<file path="src/rtl/kws_relu_wb_slave_if.sv">
// Wishbone-B4 classic slave bus bundle for the KWS ReLU engine.
interface kws_relu_wb_slave_if;
  logic        wbs_stb_i;
  logic        wbs_cyc_i;
  logic        wbs_we_i;
  logic [3:0]  wbs_sel_i;
  logic [31:0] wbs_dat_i;
  logic [31:0] wbs_adr_i;
  logic        wbs_ack_o;
  logic [31:0] wbs_dat_o;

  modport master (
    output wbs_stb_i, wbs_cyc_i, wbs_we_i, wbs_sel_i, wbs_dat_i, wbs_adr_i,
    input  wbs_ack_o, wbs_dat_o
  );
  modport slave (
    input  wbs_stb_i, wbs_cyc_i, wbs_we_i, wbs_sel_i, wbs_dat_i, wbs_adr_i,
    output wbs_ack_o, wbs_dat_o
  );
endinterface

</file>
<file path="src/rtl/kws_relu_wb_slave.sv">
// Wishbone slave wrapping a single-value ReLU engine: write DATA_IN, start via CTRL,
// read DATA_OUT = max(operand, 0).
module kws_relu_wb_slave #(
  parameter logic [31:0] BASE_ADDR = 32'h3000_0000,
  parameter int          DATA_W    = 32,
  parameter logic [3:0]  RELU_OP   = 4'h5
) (
  input  logic               wb_clk_i,
  input  logic               wb_rst_n,
  kws_relu_wb_slave_if.slave wbs
);
  typedef enum logic {IDLE, EXEC} state_t;

  state_t            state;
  logic [1:0]        rst_sync;
  logic              rst_n_i;
  logic [3:0]        opcode;
  logic [DATA_W-1:0] data_in, data_out;
  logic              busy, done, err;
  logic              hit, req, wr, ctrl_wr;
  logic [5:0]        widx;
  logic [31:0]       rdata;
  logic              unused_adr;

  // Reset asserts asynchronously but releases on a clock edge.
  always_ff @(posedge wb_clk_i or negedge wb_rst_n)
    if (!wb_rst_n) rst_sync <= '0;
    else           rst_sync <= {rst_sync[0], 1'b1};
  assign rst_n_i = rst_sync[1];

  assign hit        = wbs.wbs_adr_i[31:8] == BASE_ADDR[31:8];
  assign req        = wbs.wbs_stb_i & wbs.wbs_cyc_i & hit & ~wbs.wbs_ack_o;
  assign wr         = req & wbs.wbs_we_i;
  assign widx       = wbs.wbs_adr_i[7:2];
  assign ctrl_wr    = wr && widx == 6'd0 && wbs.wbs_sel_i[0];
  assign unused_adr = ^wbs.wbs_adr_i[1:0];

  always_comb begin
    rdata = '0;
    case (widx)
      6'd0:    rdata[3:0] = opcode;
      6'd1:    rdata = data_in;
      6'd2:    rdata = data_out;
      6'd3:    rdata = {29'd0, err, done, busy};
      default: rdata = '0;
    endcase
  end

  always_ff @(posedge wb_clk_i or negedge rst_n_i)
    if (!rst_n_i) begin
      wbs.wbs_ack_o <= 1'b0;
      wbs.wbs_dat_o <= '0;
    end else begin
      wbs.wbs_ack_o <= req;
      wbs.wbs_dat_o <= (req && !wbs.wbs_we_i) ? rdata : '0;
    end

  always_ff @(posedge wb_clk_i or negedge rst_n_i)
    if (!rst_n_i) begin
      state    <= IDLE;
      opcode   <= '0;
      data_in  <= '0;
      data_out <= '0;
      busy     <= 1'b0;
      done     <= 1'b0;
      err      <= 1'b0;
    end else begin
      if (wr && widx == 6'd1)
        for (int b = 0; b < DATA_W/8; b++)
          if (wbs.wbs_sel_i[b]) data_in[8*b +: 8] <= wbs.wbs_dat_i[8*b +: 8];
      // EXEC reads data_in before any same-edge write lands.
      if (state == EXEC) begin
        data_out <= data_in[DATA_W-1] ? '0 : data_in;
        busy     <= 1'b0;
        done     <= 1'b1;
        state    <= IDLE;
      end
      // A CTRL write overrides the completion status of a finishing op.
      if (ctrl_wr) begin
        opcode <= wbs.wbs_dat_i[3:0];
        done   <= 1'b0;
        if (state == IDLE && wbs.wbs_dat_i[3:0] == RELU_OP) begin
          state <= EXEC;
          busy  <= 1'b1;
          err   <= 1'b0;
        end else if (state == IDLE) begin
          err   <= 1'b1;
        end else begin
          err   <= wbs.wbs_dat_i[3:0] != RELU_OP;
        end
      end
    end
endmodule

</file>
<file path="src/flat_wrapper.sv">
// flat-port wrapper written by rule: the top's interface ports become plain ports
module kws_relu_wb_slave_flat 
#(
  parameter logic [31:0] BASE_ADDR = 32'h3000_0000,
  parameter int          DATA_W    = 32,
  parameter logic [3:0]  RELU_OP   = 4'h5
)
  (wb_clk_i, wb_rst_n, wbs_wbs_stb_i, wbs_wbs_cyc_i, wbs_wbs_we_i, wbs_wbs_sel_i, wbs_wbs_dat_i, wbs_wbs_adr_i, wbs_wbs_ack_o, wbs_wbs_dat_o);
  kws_relu_wb_slave_if wbs_i ();
  input  logic wb_clk_i;
  input  logic wb_rst_n;
  input wire logic [$bits(wbs_i.wbs_stb_i)-1:0] wbs_wbs_stb_i;
  input wire logic [$bits(wbs_i.wbs_cyc_i)-1:0] wbs_wbs_cyc_i;
  input wire logic [$bits(wbs_i.wbs_we_i)-1:0] wbs_wbs_we_i;
  input wire logic [$bits(wbs_i.wbs_sel_i)-1:0] wbs_wbs_sel_i;
  input wire logic [$bits(wbs_i.wbs_dat_i)-1:0] wbs_wbs_dat_i;
  input wire logic [$bits(wbs_i.wbs_adr_i)-1:0] wbs_wbs_adr_i;
  output wire logic [$bits(wbs_i.wbs_ack_o)-1:0] wbs_wbs_ack_o;
  output wire logic [$bits(wbs_i.wbs_dat_o)-1:0] wbs_wbs_dat_o;
  assign wbs_i.wbs_stb_i = wbs_wbs_stb_i;
  assign wbs_i.wbs_cyc_i = wbs_wbs_cyc_i;
  assign wbs_i.wbs_we_i = wbs_wbs_we_i;
  assign wbs_i.wbs_sel_i = wbs_wbs_sel_i;
  assign wbs_i.wbs_dat_i = wbs_wbs_dat_i;
  assign wbs_i.wbs_adr_i = wbs_wbs_adr_i;
  assign wbs_wbs_ack_o = wbs_i.wbs_ack_o;
  assign wbs_wbs_dat_o = wbs_i.wbs_dat_o;
  kws_relu_wb_slave #(.BASE_ADDR(BASE_ADDR), .DATA_W(DATA_W), .RELU_OP(RELU_OP)) u_core (.wb_clk_i(wb_clk_i), .wb_rst_n(wb_rst_n), .wbs(wbs_i));
endmodule
</file>
<file path="config.mk">
export PLATFORM = sky130hd
export DESIGN_NAME = kws_relu_wb_slave_flat
export DESIGN_NICKNAME = d
export VERILOG_FILES = /design/src/rtl/kws_relu_wb_slave_if.sv /design/src/rtl/kws_relu_wb_slave.sv /design/src/flat_wrapper.sv
export SDC_FILE = /design/constraint.sdc
export NUM_CORES = 1
export LEC_CHECK = 0
export BUFFER_PORTS_ARGS = -buffer_cell sky130_fd_sc_hd__buf_2
export CAP_MARGIN = 20
export CORE_UTILIZATION = 45
export DETAILED_ROUTE_END_ITERATION = 8
export PLACE_DENSITY = 0.69
export SLEW_MARGIN = 20
export SYNTH_ARGS = -nofsm -noshare
export SYNTH_HDL_FRONTEND = slang
export SYNTH_SLANG_ARGS = --single-unit
export TNS_END_PERCENT = 100
</file>
<file path="constraint.sdc">
create_clock -name wb_clk_i -period 4.5 [get_ports wb_clk_i]
set_input_delay 0.9 -clock wb_clk_i [delete_from_list [all_inputs] [get_ports wb_clk_i]]
set_output_delay 0.9 -clock wb_clk_i [all_outputs]
set_load 0.005 [all_outputs]
</file>
; Yosys cells after proc, flatten, opt, wreduce, memory -nomap -nowiden
; Cells that the tools add are included.
[classes]
eq_ne = 6
mul = 0
muxes = 13
n_addsub = 0
order_cmp = 0
n_bitwise = 6
reduce_logical = 12
div = 0
shifts = 0
[ops]
columns = cell, n
row1 = case mux 28 bit (2 select lines), 1
row2 = two-way mux 32 bit, 1
row3 = two-way mux 31 bit, 1
row4 = "equality test 24 x 22 -> 1 bit, second input constant", 1
row5 = case mux 4 bit (4 select lines), 1
row6 = "equality test 6 x 2 -> 1 bit, second input constant", 2
row7 = two-way mux 1 bit, 9
row8 = AND reduction 2 bit, 4
row9 = "equality test 6 x 1 -> 1 bit, second input constant", 1
row10 = logical NOT 6 bit, 1
row11 = logical AND 1 bit, 5
row12 = bitwise AND 1 bit, 4
row13 = "equality test 4 x 3 -> 1 bit, second input constant", 1
row14 = "!= test 4 x 3 -> 1 bit, second input constant", 1
row15 = inverter 1 bit, 2
row16 = nonzero test 2 bit, 1
row17 = logical NOT 1 bit, 1
[word_totals]
mem_bits_ro = 0
word_cells = 50
latch_bits = 0
ram_bits = 0
regBits = 107
memories = 0

; Longest topological paths before layout
[depth]
word_depth = 7
depth_mapped = 7

; Least setup slack after synthesis
; No wires, ideal clock.
[synth_path]
kind = in2reg
start = input port wbs_wbs_adr_i[7]
end = register u_core.data_in[0]
cell_stages = 6
setup_slack_ps = 1544
t_arrival_ps = 2831
required_time_ps = 4375
n_path_buf = 2
path_cell_list = or4_1 buf_2 or3_1 buf_2 nor4_4 mux2_2
[synth_via]
elab_chain_cells = 3
[synth_rtl]
columns = item, line
row1 = from (decl), flat_wrapper.sv:17  ; input wire logic [$bits(wbs_i.wbs_adr_i)-1:0] wbs_wbs_adr_i;
row2 = equality test 6 x 1 -> 1 bit, kws_relu_wb_slave.sv:68  ; if (wr && widx == 6'd1)
row3 = logical AND 1 bit, kws_relu_wb_slave.sv:68
row4 = AND reduction 2 bit (no line), --
row5 = "to (signal, indexed assignment)", kws_relu_wb_slave.sv:70  ; if (wbs.wbs_sel_i[b]) data_in[8*b +: 8] <= wbs.wbs_dat_i[8*b +: 8];
row6 = to (decl), kws_relu_wb_slave.sv:18  ; logic [DATA_W-1:0] data_in, data_out;
; No other way between the ends.
; A chain may end at the register's enable or synchronous reset.

; Final worst setup path
[layout_path]
start = input port wbs_wbs_adr_i[7]
end = register u_core.data_in[10]
; Same word-level chain as after synthesis.

==> summary.txt <==
Outcome
  • Status: completed

Yosys
  • Synth Area per Inst: 11.8 µm²
  • Syn nets: 443
  • Post-synthesis cell type count: 31
  • Cells after Synth: 370
  • Register area share after synthesis: 60.7%
  • Post-Syn Area: 0.00437 mm²
  • Area contributors post-synth: dfrtp_1 61%, mux2_2 8.8%, nand3b_1 5.3%
  • Post-synth top cells: 106 x dfrtp_1, 34 x mux2_2, 34 x nor2_1, 33 x inv_1, 32 x o21ai_0
  • Ys async rst share: 100%
  • Syn. warnings: 0
  • Area leader, netlist: dfrtp_1
  • EDFF count, synth: 0
  • Count leader, synth: dfrtp_1
  • Most used DFF post-synth: dfrtp_1
  • Flop and latch count out of synthesis: 106
  • Share of the synthesized area in the top cell type: 60.7%

Floorplanning
  • Die area: 0.0101 mm²
  • Starting density of the core: 46.8%
  • Row count: 35
  • Die H: 101 µm
  • Core area: 0.00933 mm²
  • Die Wd: 101 µm
  • I/O pins: 106

Critical path
  • R2r startpoint: u_core.wbs.wbs_ack_o$_DFF_PN0_
  • CP required: 4.75 ns
  • Crit-path max FO: 9
  • CP endpoint kind: register
  • R2r setup slk: 2.12 ns
  • Setup crit start kind: input port
  • Terminus of the critical flop-to-flop path: u_core.data_in[10]$_DFFE_PN0P_
  • Crit path kind: in2reg
  • Reg2reg path depth: 4
  • Critical Path AT: 3.34 ns

Clock network
  • Clock sinks: 106
  • H-tree levels: 3
  • Hold Buf Count CTS: 0
  • Root buffer cell: clkbuf_8
  • Post-CTS resize count: 0
  • Clock-pin slew on the worst setup and hold paths: 0.10 ns
  • Setup repair bufs after CTS: 0
  • Skew-Pair Late Insertion Delay: 0.36 ns
  • CTS tree: done
  • Max clock buf depth: 2
  • Num CTS Buffers: 9

Routing
  • Wirelength per Cell: 15.1 µm
  • DRC Markers: 0
  • Routed vias/inst: 5.11
  • Initial DRC Count: 117
  • Final WL: 9050 µm
  • Vias after detailed routing: 3060
  • Antenna viol nets, final: 0
  • Router iterations before antenna repair: 4

STA
  • Final period util: 68.6%
  • Hold Fails Final Rpt: 0
  • Fmax: 324 MHz
  • Final Max Tran Viols: 0
  • Setup TNS: 0 ns
  • Slew @ Worst Pin: 0.970 ns
  • Rel. slew slack: 35.3%
  • Setup-failing EPs final: 0
  • RSZ-0062 raised after global routing: no
  • Fin Hold WS: 0.301 ns
  • Min Tclk post-route: 3.09 ns
  • Final setup skew: 0.0130 ns

GRT
  • First-pass GRT wire length: 15300 µm
  • GRT Total Usage: 19.6%
  • Grt ovf: 0
  • Initial antenna violation count: 0
  • Vias in the first global route: 3144
  • Largest net degree at the start of global routing: 66

Power
  • Maximum VDD drop: 0.170 mV
  • LEAKAGE: 2.61 nW
  • Pwr per Cell Area: 307 mW/mm²

Cells and area
  • Area Growth Syn to Fin: 19.0%
  • Diode count: 0
  • Footprint of the multi-input gates: 0.00151 mm²
  • Post-layout nets: 538
  • Register area: 0.00266 mm²
  • Layout cells sized above 1: 35.3%
  • FILL cells: 814

Place
  • Dpl hpwl: 5910 µm
  • GPL Wtd Cong: 0.772
  • IO buf count: 103

Run
  • # Max-Cap Violations: 0

Hold path
  • Hold Path Class: in2async
-- sequential cells by signal, summed over array words and instances (netlist names) --
signal	count
u_core.err	1
u_core.opcode	4
u_core.busy	1
u_core.state	1
u_core.data_out	31
u_core.rst_sync	2
u_core.wbs.wbs_ack_o	1
u_core.done	1
u_core.data_in	32
u_core.wbs.wbs_dat_o	32
-- metrics by stage --
step / cells / power (W) / cell area [µm²] / util [%] / worst slack, ns
CTS: 599 / 0.00161 / 5200 / 55.7 / 1.42
finish: 599 / 0.00160 / 5200 / 55.7 / 1.41
global placement: 583 / 0.00104 / 5000 / 53.6 / 1.06
global route: 599 / 0.00166 / 5200 / 55.7 / 1.33
detailed placement: 583 / 0.00104 / 5000 / 53.6 / 1.03
floorplan: 370 / 0.00100 / 4370 / - / 1.33
-- placed cells by master, fill, tap and decap left out, drive strengths merged, types with 2 or more instances in the layout --
cell type	instances
a21oi	6
a22oi	27
buf	107
clkbuf	11
dfrtp	106
inv	36
mux2	37
mux2i	3
nand2	6
nand3b	31
nand4	2
nor2	34
nor3	7
nor3b	2
nor4	9
o21ai	32
or3	2
or4	2
-- per-layer routing --
| layer | share of wire, % | track usage [%] | wire length [µm] |
|---|---|---|---|
| met5 | 0 | 0 | 0 |
| met4 | 1.2 | 5.80 | 105 |
| met3 | 3.5 | 4.30 | 316 |
| met2 | 50 | 32.5 | 4560 |
| met1 | 45 | 26.1 | 4060 |
-- area by class of cell --
class	instances	share of cell area [%]
multi-input cells	208	29.1
inverters	33	2.38
clock buffers	11	2.91
clock inverters	5	0.866
flip-flops and latches	106	51.1
repair buffers	107	10.5
well taps	129	3.10
-- worst max path at each step --
| stage | startpoint | to | slack, ns | cells past startpoint |
|---|---|---|---|---|
| 2_1_floorplan | u_core.rst_sync[1]$_DFF_PN0_ | u_core.busy$_DFF_PN0_ | 1.33 | 0 |
| 3_3_place_gp | wbs_wbs_adr_i[7] | u_core.data_in[10]$_DFFE_PN0P_ | 1.06 | 5 |
| 3_5_place_dp | wbs_wbs_adr_i[7] | u_core.data_in[10]$_DFFE_PN0P_ | 1.03 | 5 |
| 4_1_cts | wbs_wbs_adr_i[7] | u_core.data_in[10]$_DFFE_PN0P_ | 1.42 | 5 |
| 5_1_grt | wbs_wbs_adr_i[7] | u_core.data_in[10]$_DFFE_PN0P_ | 1.33 | 5 |
| 6_report | wbs_wbs_adr_i[7] | u_core.data_in[10]$_DFFE_PN0P_ | 1.41 | 5 |
-- cell families after synthesis --
family / after synthesis / synth area share [%]
DFF: 106 / 60.7
muxes: 40 / 10.2
other: 1 / 0.0859
buffers and inverters: 56 / 4.87
and+or+nand+nor: 99 / 14.6
AOI/OAI and AO/OA: 68 / 9.54
-- power by group --
group	switching [W]	internal, W
Clock	0.000336	0.000241
Sequential	0.0000101	0.000953
Combinational	0.0000299	0.0000281
Total	0.000376	0.00122
-- critical path, stage by stage --
cell and delay (ns):
buf_2 0.09, or4_1 0.73, or3_1 0.56, nor4_4 0.64
mux2_2 0.41
No activity file was read; power rests on OpenSTA's default activity.
